## src/rtl/lenet_pkg.sv

```systemverilog
// -----------------------------------------------------------------------------
// lenet_pkg
// Definitions shared by the LeNet sequencing controller and its load counter:
// the controller state encoding (also exported on stat_state), the register
// byte offsets seen from the AXI4-Lite decode, the default per-image word
// counts, and the buffer address widths.
// -----------------------------------------------------------------------------
package lenet_pkg;

  typedef enum logic [1:0] {
    ST_IDLE = 2'd0,
    ST_LOAD = 2'd1,
    ST_RUN  = 2'd2,
    ST_DONE = 2'd3
  } state_e;

  // Register byte offsets
  localparam logic [4:0] REG_CTRL   = 5'h00;  // bit0: 1 = start load, 0 = stop/ack
  localparam logic [4:0] REG_WEIGHT = 5'h04;
  localparam logic [4:0] REG_BIAS   = 5'h08;
  localparam logic [4:0] REG_FMAP   = 5'h0C;
  localparam logic [4:0] REG_DONE   = 5'h14;  // read side only
  localparam logic [4:0] REG_RESULT = 5'h18;  // read side only
  localparam logic [4:0] REG_CLEAR  = 5'h1C;  // bit0: soft clear

  // Default word counts per inference
  localparam int unsigned N_WEIGHT_DEF = 3220;
  localparam int unsigned N_BIAS_DEF   = 10;
  localparam int unsigned N_FMAP_DEF   = 784;
  localparam int unsigned DATA_W_DEF   = 32;

  // Buffer address widths
  localparam int unsigned W_ADDR_W = 12;
  localparam int unsigned B_ADDR_W = 4;
  localparam int unsigned F_ADDR_W = 10;

endpackage

```

## src/rtl/lenet_load_cnt.sv

```systemverilog
// -----------------------------------------------------------------------------
// lenet_load_cnt
// Saturating word counter for one buffer stream. The count doubles as the
// buffer write address; full_o is high once LIMIT words have been accepted.
//   clk_i  : clock, rising edge
//   rst_i  : synchronous active-high reset
//   clr_i  : return the count to zero (wins over inc_i)
//   inc_i  : accept one word
//   cnt_o  : current count / next write address
//   full_o : count == LIMIT
// -----------------------------------------------------------------------------
module lenet_load_cnt #(
  parameter int unsigned LIMIT = 10,
  parameter int unsigned CNT_W = 4
) (
  input  logic             clk_i,
  input  logic             rst_i,
  input  logic             clr_i,
  input  logic             inc_i,
  output logic [CNT_W-1:0] cnt_o,
  output logic             full_o
);

  logic [CNT_W-1:0] cnt_q, cnt_d;

  assign full_o = (cnt_q == CNT_W'(LIMIT));
  assign cnt_o  = cnt_q;

  // NOTE: default assignment first so every path drives cnt_d; no latch.
  always_comb begin
    cnt_d = cnt_q;
    if (clr_i) begin
      cnt_d = '0;
    end else if (inc_i && !full_o) begin
      cnt_d = cnt_q + CNT_W'(1);
    end
  end

  // NOTE: state registers use non-blocking assignments only.
  always_ff @(posedge clk_i) begin
    if (rst_i) begin
      cnt_q <= '0;
    end else begin
      cnt_q <= cnt_d;
    end
  end

endmodule

```

## src/rtl/lenet_seq_ctrl.sv

```systemverilog
// -----------------------------------------------------------------------------
// lenet_seq_ctrl
// Sequencer between an AXI4-Lite register decode and a LeNet inference core.
// Register writes stream weights, biases and feature-map words into three
// buffers (streams may interleave); once all three are full the core is
// started, and its result is latched for readback.
//   ACLK, ARESET              : clock, synchronous active-high reset
//   reg_we/reg_addr/reg_wdata : one-cycle register write from the slave decode
//   w_*/b_*/f_*               : weight / bias / fmap buffer write ports
//   core_start, core_rst      : one-cycle start and soft-reset pulses to core
//   core_done, core_result    : completion pulse and class index from core
//   stat_done, stat_result    : latched completion flag and class index
//   stat_err                  : sticky flag for dropped data writes
//   stat_state                : current state encoding
// -----------------------------------------------------------------------------
module lenet_seq_ctrl
  import lenet_pkg::*;
#(
  parameter int unsigned N_WEIGHT = N_WEIGHT_DEF,
  parameter int unsigned N_BIAS   = N_BIAS_DEF,
  parameter int unsigned N_FMAP   = N_FMAP_DEF,
  parameter int unsigned DATA_W   = DATA_W_DEF
) (
  input  logic                ACLK,
  input  logic                ARESET,
  input  logic                reg_we,
  input  logic [4:0]          reg_addr,
  input  logic [DATA_W-1:0]   reg_wdata,
  output logic                w_we,
  output logic [W_ADDR_W-1:0] w_addr,
  output logic [DATA_W-1:0]   w_data,
  output logic                b_we,
  output logic [B_ADDR_W-1:0] b_addr,
  output logic [DATA_W-1:0]   b_data,
  output logic                f_we,
  output logic [F_ADDR_W-1:0] f_addr,
  output logic [DATA_W-1:0]   f_data,
  output logic                core_start,
  output logic                core_rst,
  input  logic                core_done,
  input  logic [3:0]          core_result,
  output logic                stat_done,
  output logic [3:0]          stat_result,
  output logic                stat_err,
  output logic [1:0]          stat_state
);

  state_e state_q;

  logic                w_we_q, b_we_q, f_we_q;
  logic [W_ADDR_W-1:0] w_addr_q;
  logic [B_ADDR_W-1:0] b_addr_q;
  logic [F_ADDR_W-1:0] f_addr_q;
  logic [DATA_W-1:0]   w_data_q, b_data_q, f_data_q;
  logic                core_start_q, core_rst_q;
  logic                stat_done_q, stat_err_q;
  logic [3:0]          stat_result_q;

  logic [W_ADDR_W-1:0] w_cnt;
  logic [B_ADDR_W-1:0] b_cnt;
  logic [F_ADDR_W-1:0] f_cnt;
  logic                w_full, b_full, f_full, all_full;

  // Write decode
  logic ctrl_wr, w_wr, b_wr, f_wr;
  logic start_cmd, stop_cmd, soft_clr;
  logic w_inc, b_inc, f_inc, cnt_clr, data_drop;

  assign ctrl_wr   = reg_we && (reg_addr == REG_CTRL);
  assign w_wr      = reg_we && (reg_addr == REG_WEIGHT);
  assign b_wr      = reg_we && (reg_addr == REG_BIAS);
  assign f_wr      = reg_we && (reg_addr == REG_FMAP);
  assign soft_clr  = reg_we && (reg_addr == REG_CLEAR) && reg_wdata[0];
  assign start_cmd = ctrl_wr && reg_wdata[0];
  assign stop_cmd  = ctrl_wr && !reg_wdata[0];

  // A data word is accepted only while loading and while its stream has room.
  assign w_inc     = (state_q == ST_LOAD) && w_wr && !w_full;
  assign b_inc     = (state_q == ST_LOAD) && b_wr && !b_full;
  assign f_inc     = (state_q == ST_LOAD) && f_wr && !f_full;
  assign data_drop = (w_wr || b_wr || f_wr) && !(w_inc || b_inc || f_inc);
  assign cnt_clr   = soft_clr || (start_cmd && (state_q == ST_IDLE));
  assign all_full  = w_full && b_full && f_full;

  lenet_load_cnt #(.LIMIT(N_WEIGHT), .CNT_W(W_ADDR_W)) u_w_cnt (
    .clk_i(ACLK), .rst_i(ARESET), .clr_i(cnt_clr), .inc_i(w_inc),
    .cnt_o(w_cnt), .full_o(w_full)
  );

  lenet_load_cnt #(.LIMIT(N_BIAS), .CNT_W(B_ADDR_W)) u_b_cnt (
    .clk_i(ACLK), .rst_i(ARESET), .clr_i(cnt_clr), .inc_i(b_inc),
    .cnt_o(b_cnt), .full_o(b_full)
  );

  lenet_load_cnt #(.LIMIT(N_FMAP), .CNT_W(F_ADDR_W)) u_f_cnt (
    .clk_i(ACLK), .rst_i(ARESET), .clr_i(cnt_clr), .inc_i(f_inc),
    .cnt_o(f_cnt), .full_o(f_full)
  );

  always_ff @(posedge ACLK) begin
    if (ARESET) begin
      state_q       <= ST_IDLE;
      w_we_q        <= 1'b0;
      b_we_q        <= 1'b0;
      f_we_q        <= 1'b0;
      w_addr_q      <= '0;
      b_addr_q      <= '0;
      f_addr_q      <= '0;
      w_data_q      <= '0;
      b_data_q      <= '0;
      f_data_q      <= '0;
      core_start_q  <= 1'b0;
      core_rst_q    <= 1'b0;
      stat_done_q   <= 1'b0;
      stat_result_q <= '0;
      stat_err_q    <= 1'b0;
    end else begin
      // Buffer write ports: one-cycle strobe, address/data held in between.
      w_we_q       <= w_inc;
      b_we_q       <= b_inc;
      f_we_q       <= f_inc;
      core_start_q <= 1'b0;
      core_rst_q   <= 1'b0;
      if (w_inc) begin
        w_addr_q <= w_cnt;
        w_data_q <= reg_wdata;
      end
      if (b_inc) begin
        b_addr_q <= b_cnt;
        b_data_q <= reg_wdata;
      end
      if (f_inc) begin
        f_addr_q <= f_cnt;
        f_data_q <= reg_wdata;
      end

      if (soft_clr) begin
        // Soft clear overrides everything, including a same-cycle core_done.
        state_q       <= ST_IDLE;
        core_rst_q    <= 1'b1;
        stat_done_q   <= 1'b0;
        stat_result_q <= '0;
        stat_err_q    <= 1'b0;
      end else begin
        if (data_drop) begin
          stat_err_q <= 1'b1;
        end
        case (state_q)
          ST_IDLE: begin
            if (start_cmd) state_q <= ST_LOAD;
          end
          ST_LOAD: begin
            // all_full is seen the cycle after the last word was counted, so
            // core_start trails the final buffer write strobe.
            if (stop_cmd) begin
              state_q <= ST_IDLE;
            end else if (all_full) begin
              state_q      <= ST_RUN;
              core_start_q <= 1'b1;
            end
          end
          ST_RUN: begin
            if (stop_cmd) begin
              state_q <= ST_IDLE;
            end else if (core_done) begin
              stat_result_q <= core_result;
              stat_done_q   <= 1'b1;
              state_q       <= ST_DONE;
            end
          end
          ST_DONE: begin
            if (stop_cmd) begin
              stat_done_q <= 1'b0;
              state_q     <= ST_IDLE;
            end
          end
          default: state_q <= ST_IDLE;
        endcase
      end
    end
  end

  assign w_we        = w_we_q;
  assign w_addr      = w_addr_q;
  assign w_data      = w_data_q;
  assign b_we        = b_we_q;
  assign b_addr      = b_addr_q;
  assign b_data      = b_data_q;
  assign f_we        = f_we_q;
  assign f_addr      = f_addr_q;
  assign f_data      = f_data_q;
  assign core_start  = core_start_q;
  assign core_rst    = core_rst_q;
  assign stat_done   = stat_done_q;
  assign stat_result = stat_result_q;
  assign stat_err    = stat_err_q;
  assign stat_state  = state_q;

endmodule
```

## config.mk

```make
export PLATFORM = sky130hd
export DESIGN_NAME = lenet_seq_ctrl
export DESIGN_NICKNAME = d
export VERILOG_FILES = /design/src/rtl/lenet_pkg.sv /design/src/rtl/lenet_load_cnt.sv /design/src/rtl/lenet_seq_ctrl.sv
export SDC_FILE = /design/constraint.sdc
export NUM_CORES = 1
export LEC_CHECK = 0
export BUFFER_PORTS_ARGS = -buffer_cell sky130_fd_sc_hd__buf_2
export CORE_MARGIN = 2
export CORE_UTILIZATION = 52
export DETAILED_ROUTE_END_ITERATION = 8
export GPL_ROUTABILITY_DRIVEN = 0
export PLACE_DENSITY = 0.8
export RECOVER_POWER = 100
export SKIP_CTS_REPAIR_TIMING = 1
export SYNTH_ARGS = -nofsm -noshare
export SYNTH_HDL_FRONTEND = slang
export SYNTH_SLANG_ARGS = --single-unit
```

## constraint.sdc

```tcl
create_clock -name ACLK -period 2.3 [get_ports ACLK]
set_clock_uncertainty 0.05 [all_clocks]
set_input_delay 0.46 -clock ACLK [delete_from_list [all_inputs] [get_ports ACLK]]
set_output_delay 0.46 -clock ACLK [all_outputs]
set_load 0.01 [all_outputs]
```

==> key figures, run 1 <==
Outcome
  – Status: finished clean

Yosys
  – Synth cell types: 47
  – Number of synthesized flops with an enable pin: 0
  – Top FF cell, synth: dfxtp_1
  – Leading area contributor after synthesis: dfxtp_1
  – Synth cell count leaders: dfxtp_1 (161), a21oi_1 (136), nand3_1 (98), o21ai_0 (92), nand2_1 (81)
  – Cells after Synth: 777
  – Yosys Warn Count: 0
  – Top-count cell post-synth: dfxtp_1
  – Syn nets: 828
  – Post-synth ARST share: 0
  – Post-synth top area share: 0.500
  – Mapped Area: 6450 um^2
  – Post-Syn Area per Cell: 8.30 um^2
  – Seq cells post-synth: 161
  – Area contributors post-synth: dfxtp_1 (50%), a21oi_1 (11%), nand3_1 (7.6%)
  – Sequential fraction of the synthesis area: 0.500

Min path
  – Hold WC Path Type: in -> reg
  – Hold path endpoint: stat_result[0]$_SDFFE_PP0P_
  – Hold Path Cell Cnt: 3
  – Hold Startpoint: core_result[0]

Power and ir drop
  – Peak VDD IR: 0.604 mV
  – P_leak: 0.00262 uW
  – P per Cell Area: 746 nW/um^2

Critical path
  – Reg2reg end: w_data[28]$_SDFFE_PP0P_
  – CP required: 2600 ps
  – CP Class: reg -> reg
  – Worst R2R Start: u_w_cnt.cnt_o[11]$_SDFFE_PP0P_
  – Worst-path maximum fanout: 25
  – Crit path DAT: 2460 ps
  – CP endpoint kind: register
  – Register-to-register setup slack: 140 ps
  – FF-to-FF path depth: 5
  – CP Launch Type: register

Placed design
  – Detailed Place HPWL: 11.9 mm
  – PortBufs: 179
  – DP Area: 7570 um^2

Routing
  – Total wire length: 18.2 mm
  – Antenna viol nets, final: 0
  – Vias: 6403
  – TritonRoute pass-1 iters: 5
  – Drt initial violations: 696
  – Detailed-route DRC error count: 0
  – Drt wl/cell: 16.2 um
  – Routed vias/inst: 5.70

Cells and area
  – Nets: 993
  – Layout cells sized above 1: 0.115
  – Finished Cell Area: 7960 um^2
  – ANT cells: 0
  – Core Util, Final: 0.660
  – Synth-to-Final Area Change: 23.4%
  – # fillers: 1136

Clock tree
  – CTS max path bufs: 2
  – Clock Sinks: 161
  – Total CTS buffers: 17
  – CTS tree: built
  – Worst skew pair latency: 420 ps
  – Clk root buf: clkbuf_16
  – Clock-pin transition on the worst setup and hold timing paths: 60 ps
  – CTS H-Tree Depth: 4

STA
  – Slew Limit Fails: 0
  – Final setup violation count: 0
  – Relative slew slack: 0.511
  – Tmin final: 2160 ps
  – Setup TNS: 0 ps
  – Worst slew pin tran: 734 ps
  – Fmax: 462 MHz
  – Hold Vio Cnt, Final: 0
  – Period utilization: 0.941
  – Unrepaired setup endpoints after global routing: false

Global route
  – Global-route usage over all layers: 0.266
  – Largest net degree at the start of global routing: 82
  – First-pass GRT wire length: 28.3 mm
  – Number of global-route vias before repair: 5631
  – Grt ovf: 0
  – Initial antenna violation count: 0

Die
  – Die Y: 115 um
  – FP Rows: 40
  – Area of the core: 12100 um^2
  – Ports: 180
  – Initial Utilization: 0.535
  – Chip width: 115 um
  – Area of the die: 13300 um^2

Flow run
  – Max-cap violations: 0
flip-flops by register name, indices dropped and copies added (netlist names), 2 cells and up:
| register | cells |
|---|---|
| f_data | 32 |
| u_f_cnt.cnt_o | 10 |
| u_b_cnt.cnt_o | 4 |
| b_data | 32 |
| b_addr | 4 |
| w_addr | 12 |
| w_data | 32 |
| u_w_cnt.cnt_o | 12 |
| stat_result | 4 |
| f_addr | 10 |
| stat_state | 2 |
how the worst max path moves through the flow:
stage	start	to	slack (ps)	cells after the start
floorplan	reg_addr[4]	b_addr[2]$_SDFFE_PP0P_	260	7
global placement	reg_addr[2]	b_addr[2]$_SDFFE_PP0P_	220	6
detailed placement	reg_addr[2]	b_addr[2]$_SDFFE_PP0P_	210	6
CTS	u_w_cnt.cnt_o[0]$_SDFFE_PP0P_	u_w_cnt.cnt_o[11]$_SDFFE_PP0P_	200	6
global route	reg_addr[0]	u_w_cnt.cnt_o[0]$_SDFFE_PP0P_	30	7
finish	u_w_cnt.cnt_o[11]$_SDFFE_PP0P_	w_data[28]$_SDFFE_PP0P_	140	5
metal layers:
metal	up-vias	part of all wire	wire, um	global-route usage
met3	27	0.089	1630	0.0754
met4	0	0.018	324	0.0940
li1	3091	-	-	-
met5	-	0	0	0
met1	3012	0.43	7830	0.358
met2	273	0.46	8420	0.409
logic make-up after synthesis:
group                    after synthesis  share of synthesized area
AND/OR/NAND/NOR                      271                      0.214
AO/OA/AOI/OAI                        243                      0.197
flip-flops                           161                      0.500
buffers and inverters                 80                     0.0541
XOR/XNOR                               8                     0.0109
multiplexers                           8                     0.0124
adder cells (fa/ha/maj)                6                     0.0116
worst max-delay path, cell delays in order (launching register included):
cell	delay (ps)
dfxtp_1	370
nor4bb_1	410
and4_2	610
clkbuf_2	340
o21ai_0	160
a21oi_1	150
power breakdown:
group / switching (uW) / internal (uW)
Clock: 1090 / 1900
Combinational: 103 / 50.7
Sequential: 2.28 / 2790
area by class of cell:
cell class / count / area (um^2) / share of cell area
Timing Repair Buffer: 216 / 988 / 0.124
Tap cell: 168 / 210 / 0.0264
Multi-Input combinational cell: 536 / 2870 / 0.360
Clock buffer: 23 / 478 / 0.0601
Clock inverter: 9 / 154 / 0.0193
Sequential cell: 161 / 3220 / 0.405
Inverter: 10 / 37.5 / 0.00472
metrics by stage:
step / setup slack (ps) / instances / power, uW / hold slack (ps)
3_3_place_gp: 223 / 1091 / 3010 / 388
4_1_cts: 204 / 1123 / 5970 / 228
6_report: 136 / 1123 / 5940 / 235
2_1_floorplan: 264 / 777 / 2920 / 410
5_1_grt: 32.0 / 1123 / 6110 / 250
3_5_place_dp: 210 / 1091 / 3010 / 393
layout by cell type (no fill, tap or decap), types with 3 or more instances in the layout:
cell type / instances
o31ai_1: 6
nand2_1: 82
clkbuf_16: 17
nand4_1: 15
bufinv_16: 4
inv_1: 10
buf_2: 42
nand3_1: 98
nand3b_1: 3
dfxtp_1: 161
clkbuf_1: 145
ha_1: 6
nor3_1: 9
mux2i_1: 8
and4_1: 3
a21oi_1: 136
clkbuf_8: 3
nor4_1: 4
nor2_1: 26
xnor2_1: 5
buf_4: 22
nor4b_1: 4
xor2_1: 3
o21ai_0: 92
or4_1: 6
clkbuf_2: 8
Note: power is estimated with default switching activity, not from simulation.
==> inputs of run 2 (changes only) <==
ABC_AREA = 1   (was not set)
==> run 2 against run 1 <==
Synthesized cell count is 5.3% higher. Die area decreased by 2.7%. Largest cell class unchanged. Design area down 3.8%. Critical endpoint is now f_data[0]$_SDFFE_PP0P_. Largest power group is now registers. Clock power decreased by 7.4%. Register-to-register slack better by 170 ps. Sequential power rose by 2%. Worst hold slack worse by 2.8 ps.
==> key figures, run 2 <==
Outcome
  – Status: finished clean

Yosys
  – Post-Syn Area per Cell: 7.67 um^2 (-7.6%)
  – Mapped Area: 6270 um^2 (-2.8%)
  – Yosys Warn Count: 0 (unchanged)
  – Cells after Synth: 818 (+5.3%)
  – Largest family of logic cells by synthesized area: simple AND/OR/NAND/NOR gates
  – Compound-gate portion of the synthesized area: 0.143 (-0.0540)
  – Synth cell count leaders: nor2_1 (167), nand2_1 (162), dfxtp_1 (161), a21oi_1 (84), o21ai_0 (56)
  – Seq cells post-synth: 161 (unchanged)
  – Sequential fraction of the synthesis area: 0.514 (+0.0141)
  – Number of synthesized flops with an enable pin: 0 (unchanged)
  – Fraction of synthesized area in multiplexers: 0 (-0.0124)
  – Post-synthesis simple-gate area fraction: 0.247 (+0.0324)
  – Synth cell types: 30 (-36%)
  – Adder-Cell Fraction of Synth Area: 0.0120 (+0.000330)
  – Top FF cell, synth: dfxtp_1
  – Post-synth top area share: 0.514 (+0.0141)
  – Post-synth ARST share: 0 (unchanged)
  – Syn nets: 869 (+5.0%)
  – Area contributors post-synth: dfxtp_1 (51%), nor2_1 (10%), nand2_1 (9.7%)
  – Leading area contributor after synthesis: dfxtp_1
  – Top-count cell post-synth: nor2_1
  – Synth Area in XOR/XNOR: 0.0195 (+0.00868)

STA
  – Final setup violation count: 0 (unchanged)
  – Tmin final: 1990 ps (-175 ps)
  – Slew Limit Fails: 0 (unchanged)
  – Period utilization: 0.865 (-0.0760)
  – Worst slew pin tran: 532 ps (-202 ps)
  – Hold Vio Cnt, Final: 0 (unchanged)
  – Fmax: 503 MHz (+8.8%)
  – Relative slew slack: 0.645 (+0.135)
  – Unrepaired setup endpoints after global routing: false
  – Setup TNS: 0 ps (unchanged)

Critical path
  – CP endpoint kind: register
  – Crit path DAT: 2280 ps (-180 ps)
  – Slowest CP cell: clkbuf_2
  – Worst stage delay on the critical path: 440 ps (-170 ps)
  – CP most frequent cell: nand2_1
  – CP Class: reg -> reg
  – CP required: 2590 ps (about the same)
  – Worst-path maximum fanout: 23 (-8.0%)
  – CP Launch Type: register
  – CP Cell Sequence: inv_1 > ha_1 > nand2_1 > nor2_1 > nand3_1 > nand2_1 > nor2_4 > clkbuf_2 > o21ai_0 > a21oi_1

Cells and area
  – Final Non-Filler Cells: 1143 (+1.8%)
  – Layout cells sized above 1: 0.103 (-0.0118)
  – Synth-to-Final Area Change: 22.0%
  – Nets: 1035 (+4.2%)
  – Most common cell after layout, fill and taps aside: nor2_1
  – # fillers: 1139 (+0.26%)
  – Commonest cells after routing, fill and taps aside: nor2_1 (166), nand2_1 (162), dfxtp_1 (161)
  – ANT cells: 0 (unchanged)

Placed design
  – Placed cell count: 1112 (+1.9%)
  – Detailed Place HPWL: 10.3 mm (-13%)
  – PortBufs: 179 (unchanged)

Die
  – Die Y: 114 um (-1.3%)
  – Initial Utilization: 0.527 (-0.00817)
  – FP Rows: 40 (unchanged)
  – Area of the core: 11900 um^2 (-1.2%)
  – Ports: 180 (unchanged)
  – Chip width: 114 um (-1.3%)
  – Area of the die: 13000 um^2 (-2.7%)

Routing
  – Vias: 5872 (-8.3%)
  – Drt initial violations: 532 (-24%)
  – TritonRoute pass-1 iters: 5 (unchanged)
  – Drt wl/cell: 13.9 um (-14%)
  – Antenna viol nets, final: 0 (unchanged)
  – Total wire length: 15.9 mm (-13%)
  – Detailed-route DRC error count: 0 (unchanged)
  – Routed vias/inst: 5.14 (-9.9%)

Global route
  – Number of global-route vias before repair: 5280 (-6.2%)
  – Initial antenna violation count: 0 (unchanged)
  – Global-route usage over all layers: 0.245 (-0.0209)
  – Grt ovf: 0 (unchanged)
  – Largest net degree at the start of global routing: 82 (unchanged)
  – First-pass GRT wire length: 25.3 mm (-11%)

Clock tree
  – Clock Sinks: 161 (unchanged)
  – Clk root buf: clkbuf_16
  – CTS tree: built
  – CTS H-Tree Depth: 4 (unchanged)
  – Total CTS buffers: 17 (unchanged)
  – Worst skew pair latency: 420 ps (about the same)
  – Clock-pin transition on the worst setup and hold timing paths: 60 ps (about the same)
  – CTS max path bufs: 2 (unchanged)

Flow run
  – Max-cap violations: 0 (unchanged)

Power and ir drop
  – Peak VDD IR: 0.382 mV (-37%)
  – P per Cell Area: 782 nW/um^2 (+4.8%)
  – P_leak: 0.00278 uW (+6.2%)

Min path
  – Hold WC Path Type: in -> reg
-- run 2: changes by cell type in the layout (fill, tap and decap cells not counted), sizes merged, moves of 9 or more --
cell,change
nand4,-9
nand2,+84
buf,-13
nand3,-82
clkbuf,-12
nor2,+143
a21oi,-52
inv,+28
-- run 2: report_power, final --
group          switching (uW)  internal, uW  total, uW  leakage, uW
clock                    1070          1700       2770     0.000284
sequential               27.2          2820       2850      0.00130
combinational             238           124        361      0.00120
total                    1340          4650       5990      0.00278
-- run 2: per-layer routing --
layer	global-route usage	wire length [um]	vias to the layer above
met5	0	0	-
met4	0.101	278	0
met3	0.0590	1170	21
met2	0.394	7250	220
met1	0.317	7210	2664
li1	-	-	2967
-- run 2: kinds of logic after synthesis --
kind of cell | after synthesis
and+or+nand+nor | 378
AOI/OAI and AO/OA | 176
buffers and inverters | 83
DFF | 161
xor gates and xnor gates | 14
adders and majority gates | 6
-- run 2: worst paths after layout --
check / depth (start not counted) / start / endpoint / slack (ps)
max: 10 / u_f_cnt.cnt_o[0]$_SDFFE_PP0P_ / f_data[0]$_SDFFE_PP0P_ / 310
min: 3 / core_result[3] / stat_result[3]$_SDFFE_PP0P_ / 230
max reg2reg: 10 / u_f_cnt.cnt_o[0]$_SDFFE_PP0P_ / f_data[0]$_SDFFE_PP0P_ / 310
min reg2reg: 2 / stat_done$_SDFFE_PP0P_ / stat_done$_SDFFE_PP0P_ / 410
-- run 2: per-stage QoR --
stage / setup WS [ps] / hold slack (ps) / utilization / power (uW) / instance area (um^2)
CTS: 373 / 223 / 0.659 / 6030 / 7850
detailed placement: 335 / 402 / 0.609 / 3280 / 7260
global route: 103 / 229 / 0.642 / 6210 / 7650
global placement: 384 / 399 / 0.609 / 3280 / 7260
finish: 311 / 232 / 0.642 / 5990 / 7650
floorplan: 733 / 407 / - / 3130 / 6270
-- run 2: cell type report --
class	count	area, um^2	area share
flip-flops and latches	161	3220	0.421
well taps	147	184	0.0240
inverters	38	143	0.0186
clock buffers	22	484	0.0633
multi-input cells	574	2640	0.345
clock inverters	9	106	0.0139
repair buffers	192	868	0.113
-- run 2: worst max-delay path, delay by kind of cell, from the launching register on --
family | cells | cell delay [ps]
AND/OR/NAND/NOR | 5 | 420
flip-flops | 1 | 390
buffers and inverters | 2 | 540
AO/OA/AOI/OAI | 2 | 290
adder cells (fa/ha/maj) | 1 | 210
==> inputs of run 3 (changes only) <==
CELL_PAD_IN_SITES_DETAIL_PLACEMENT = 0   (was not set)
CELL_PAD_IN_SITES_GLOBAL_PLACEMENT = 1   (was not set)
CORE_UTILIZATION = 37   (was 52)
PLACE_DENSITY = not set   (was 0.8)
PLACE_DENSITY_LB_ADDON = 0.1   (was not set)
==> run 3 against run 2 <==
Via count decreased by 3.2%. Sequential share of layout area decreased by 1.0 points. Fmax decreased by 0.25%. Utilization decreased by 17 points. Combinational power about the same. Routed wire length increased by 9.7%. Register-to-register slack about the same. Die area increased by 39%. Critical endpoint is now w_addr[10]$_SDFFE_PP0P_. Largest cell class unchanged.
==> key figures, run 3 (synthesized netlist as in run 2, its figures left out) <==
Outcome
  – Status: finished clean

Cells and area
  – ANT cells: 0 (unchanged)
  – Synth-to-Final Area Change: 25.0%
  – Nets: 1035 (unchanged)
  – # fillers: 1844 (+62%)
  – Core Util, Final: 0.473 (-0.170)
  – Most common cell after layout, fill and taps aside: nor2_1
  – Layout cells sized above 1: 0.105 (+0.00190)
  – Finished Cell Area: 7840 um^2 (+2.5%)
  – Final Non-Filler Cells: 1217 (+6.5%)
  – Commonest cells after routing, fill and taps aside: nor2_1 (167), nand2_1 (163), dfxtp_1 (161)

Die
  – Initial Utilization: 0.378 (-0.148)
  – Ports: 180 (unchanged)
  – FP Rows: 47 (+18%)
  – Area of the core: 16600 um^2 (+39%)
  – Die Y: 134 um (+18%)
  – Area of the die: 18000 um^2 (+39%)
  – Chip width: 134 um (+18%)

Global route
  – Initial antenna violation count: 0 (unchanged)
  – Global-route usage over all layers: 0.193 (-0.0518)
  – Number of global-route vias before repair: 5246 (-0.64%)
  – First-pass GRT wire length: 27.6 mm (+9.2%)
  – Largest net degree at the start of global routing: 82 (unchanged)
  – Grt ovf: 0 (unchanged)

Critical path
  – CP required: 2560 ps (-30 ps)
  – Worst stage delay on the critical path: 340 ps (-100 ps)
  – Crit path DAT: 2260 ps (-20 ps)
  – Register-to-register setup slack: 310 ps (about the same)
  – CP Class: reg -> reg
  – Worst setup path start: u_w_cnt.cnt_o[1]$_SDFFE_PP0P_
  – Worst R2R Start: u_w_cnt.cnt_o[1]$_SDFFE_PP0P_
  – CP endpoint kind: register
  – CP Launch Type: register
  – Slowest CP cell: nand2_1
  – FF-to-FF path depth: 10 (unchanged)
  – CP Cell Sequence: inv_1 > ha_1 > nand2_1 > nor2_1 > nand3_1 > nand2_1 > inv_2 > buf_4 > o21ai_0 > a21oi_1
  – CP most frequent cell: nand2_1
  – Reg2reg end: w_addr[10]$_SDFFE_PP0P_
  – Worst-path maximum fanout: 19 (-17%)

Clock tree
  – CTS max path bufs: 2 (unchanged)
  – Total CTS buffers: 17 (unchanged)
  – CTS H-Tree Depth: 4 (unchanged)
  – Worst skew pair latency: 420 ps (about the same)
  – Clock Sinks: 161 (unchanged)
  – Clock-pin transition on the worst setup and hold timing paths: 70 ps (about the same)
  – CTS tree: built
  – Clk root buf: clkbuf_16

STA
  – Slew Limit Fails: 0 (unchanged)
  – Fmax: 501 MHz (-0.25%)
  – Final setup violation count: 0 (unchanged)
  – Relative slew slack: 0.282 (-0.364)
  – Setup TNS: 0 ps (unchanged)
  – Worst slew pin tran: 1080 ps (+545 ps)
  – Period utilization: 0.867 (+0.00221)
  – Hold Vio Cnt, Final: 0 (unchanged)
  – Unrepaired setup endpoints after global routing: false
  – Tmin final: 1990 ps (+5.07 ps)

Power and ir drop
  – Reg power frac: 0.446 (-0.030)
  – Switch share: 0.223 (-0.000344)
  – Clk pwr share: 0.497 (+0.034)
  – Peak VDD IR: 0.523 mV (+37%)
  – P_leak: 0.00283 uW (+1.8%)
  – Int Pwr: 4970 uW (+6.8%)
  – Tot Pwr: 6390 uW (+6.8%)
  – Sw power: 1430 uW (+6.6%)
  – Comb pwr share: 0.057 (-0.003)
  – P per Cell Area: 815 nW/um^2 (+4.2%)

Min path
  – Hold path endpoint: stat_result[2]$_SDFFE_PP0P_
  – Hold Path Cell Cnt: 3 (unchanged)
  – Hold WC Path Type: in -> reg
  – Hold Startpoint: core_result[2]

Routing
  – Antenna viol nets, final: 0 (unchanged)
  – Vias: 5683 (-3.2%)
  – Drt wl/cell: 14.3 um (+3.0%)
  – TritonRoute pass-1 iters: 7 (+2)
  – Detailed-route DRC error count: 0 (unchanged)
  – Drt initial violations: 287 (-46%)
  – Total wire length: 17.4 mm (+9.7%)
  – Routed vias/inst: 4.67 (-9.1%)

Placed design
  – Placed cell count: 1185 (+6.6%)
  – PortBufs: 179 (unchanged)
  – Detailed Place HPWL: 11.6 mm (+13%)
  – DP Area: 7360 um^2 (+1.4%)

Flow run
  – Max-cap violations: 0 (unchanged)
## run 3: per-layer routing
layer,track usage,share of wire
met4,0.0544,0.011
met5,0,0
met2,0.310,0.44
met1,0.263,0.50
met3,0.0404,0.047
## run 3: per-stage QoR
stage / worst slack (ps) / hold WS [ps]
finish: 306 / 241
global route: 109 / 248
CTS: 413 / 218
detailed placement: 337 / 402
global placement: 381 / 400
floorplan: 733 / 407
## run 3: final cells by class
type	count	area [um^2]	area share
Sequential cell	161	3220	0.411
Multi-Input combinational cell	574	2640	0.336
Timing Repair Buffer	192	897	0.114
Clock buffer	20	467	0.0595
Tap cell	220	275	0.0351
Clock inverter	12	201	0.0257
Inverter	38	143	0.0182
## run 3: how the worst max path moves through the flow
stage | to | slack [ps] | cells after the start
2_1_floorplan | u_w_cnt.cnt_o[2]$_SDFFE_PP0P_ | 730 | 8
3_3_place_gp | u_w_cnt.cnt_o[2]$_SDFFE_PP0P_ | 380 | 9
3_5_place_dp | u_w_cnt.cnt_o[2]$_SDFFE_PP0P_ | 340 | 9
4_1_cts | u_f_cnt.cnt_o[5]$_SDFFE_PP0P_ | 410 | 11
5_1_grt | w_addr[10]$_SDFFE_PP0P_ | 110 | 10
6_report | w_addr[10]$_SDFFE_PP0P_ | 310 | 10
## run 3: critical path, delay by kind of cell (launching register included)
kind,cells,cell delay (ps)
simple gates,4,620
buf+inv,3,490
flops,1,310
compound gates,2,220
fa+ha+maj,1,180
## run 3: power by group through the flow
stage	clock network (uW)	registers, uW	logic [uW]
after floorplan	0	2920	210
after global placement	0	2910	383
after detailed placement	0	2910	381
after CTS	3240	2850	383
after global routing	3370	2850	415
final	3180	2850	364
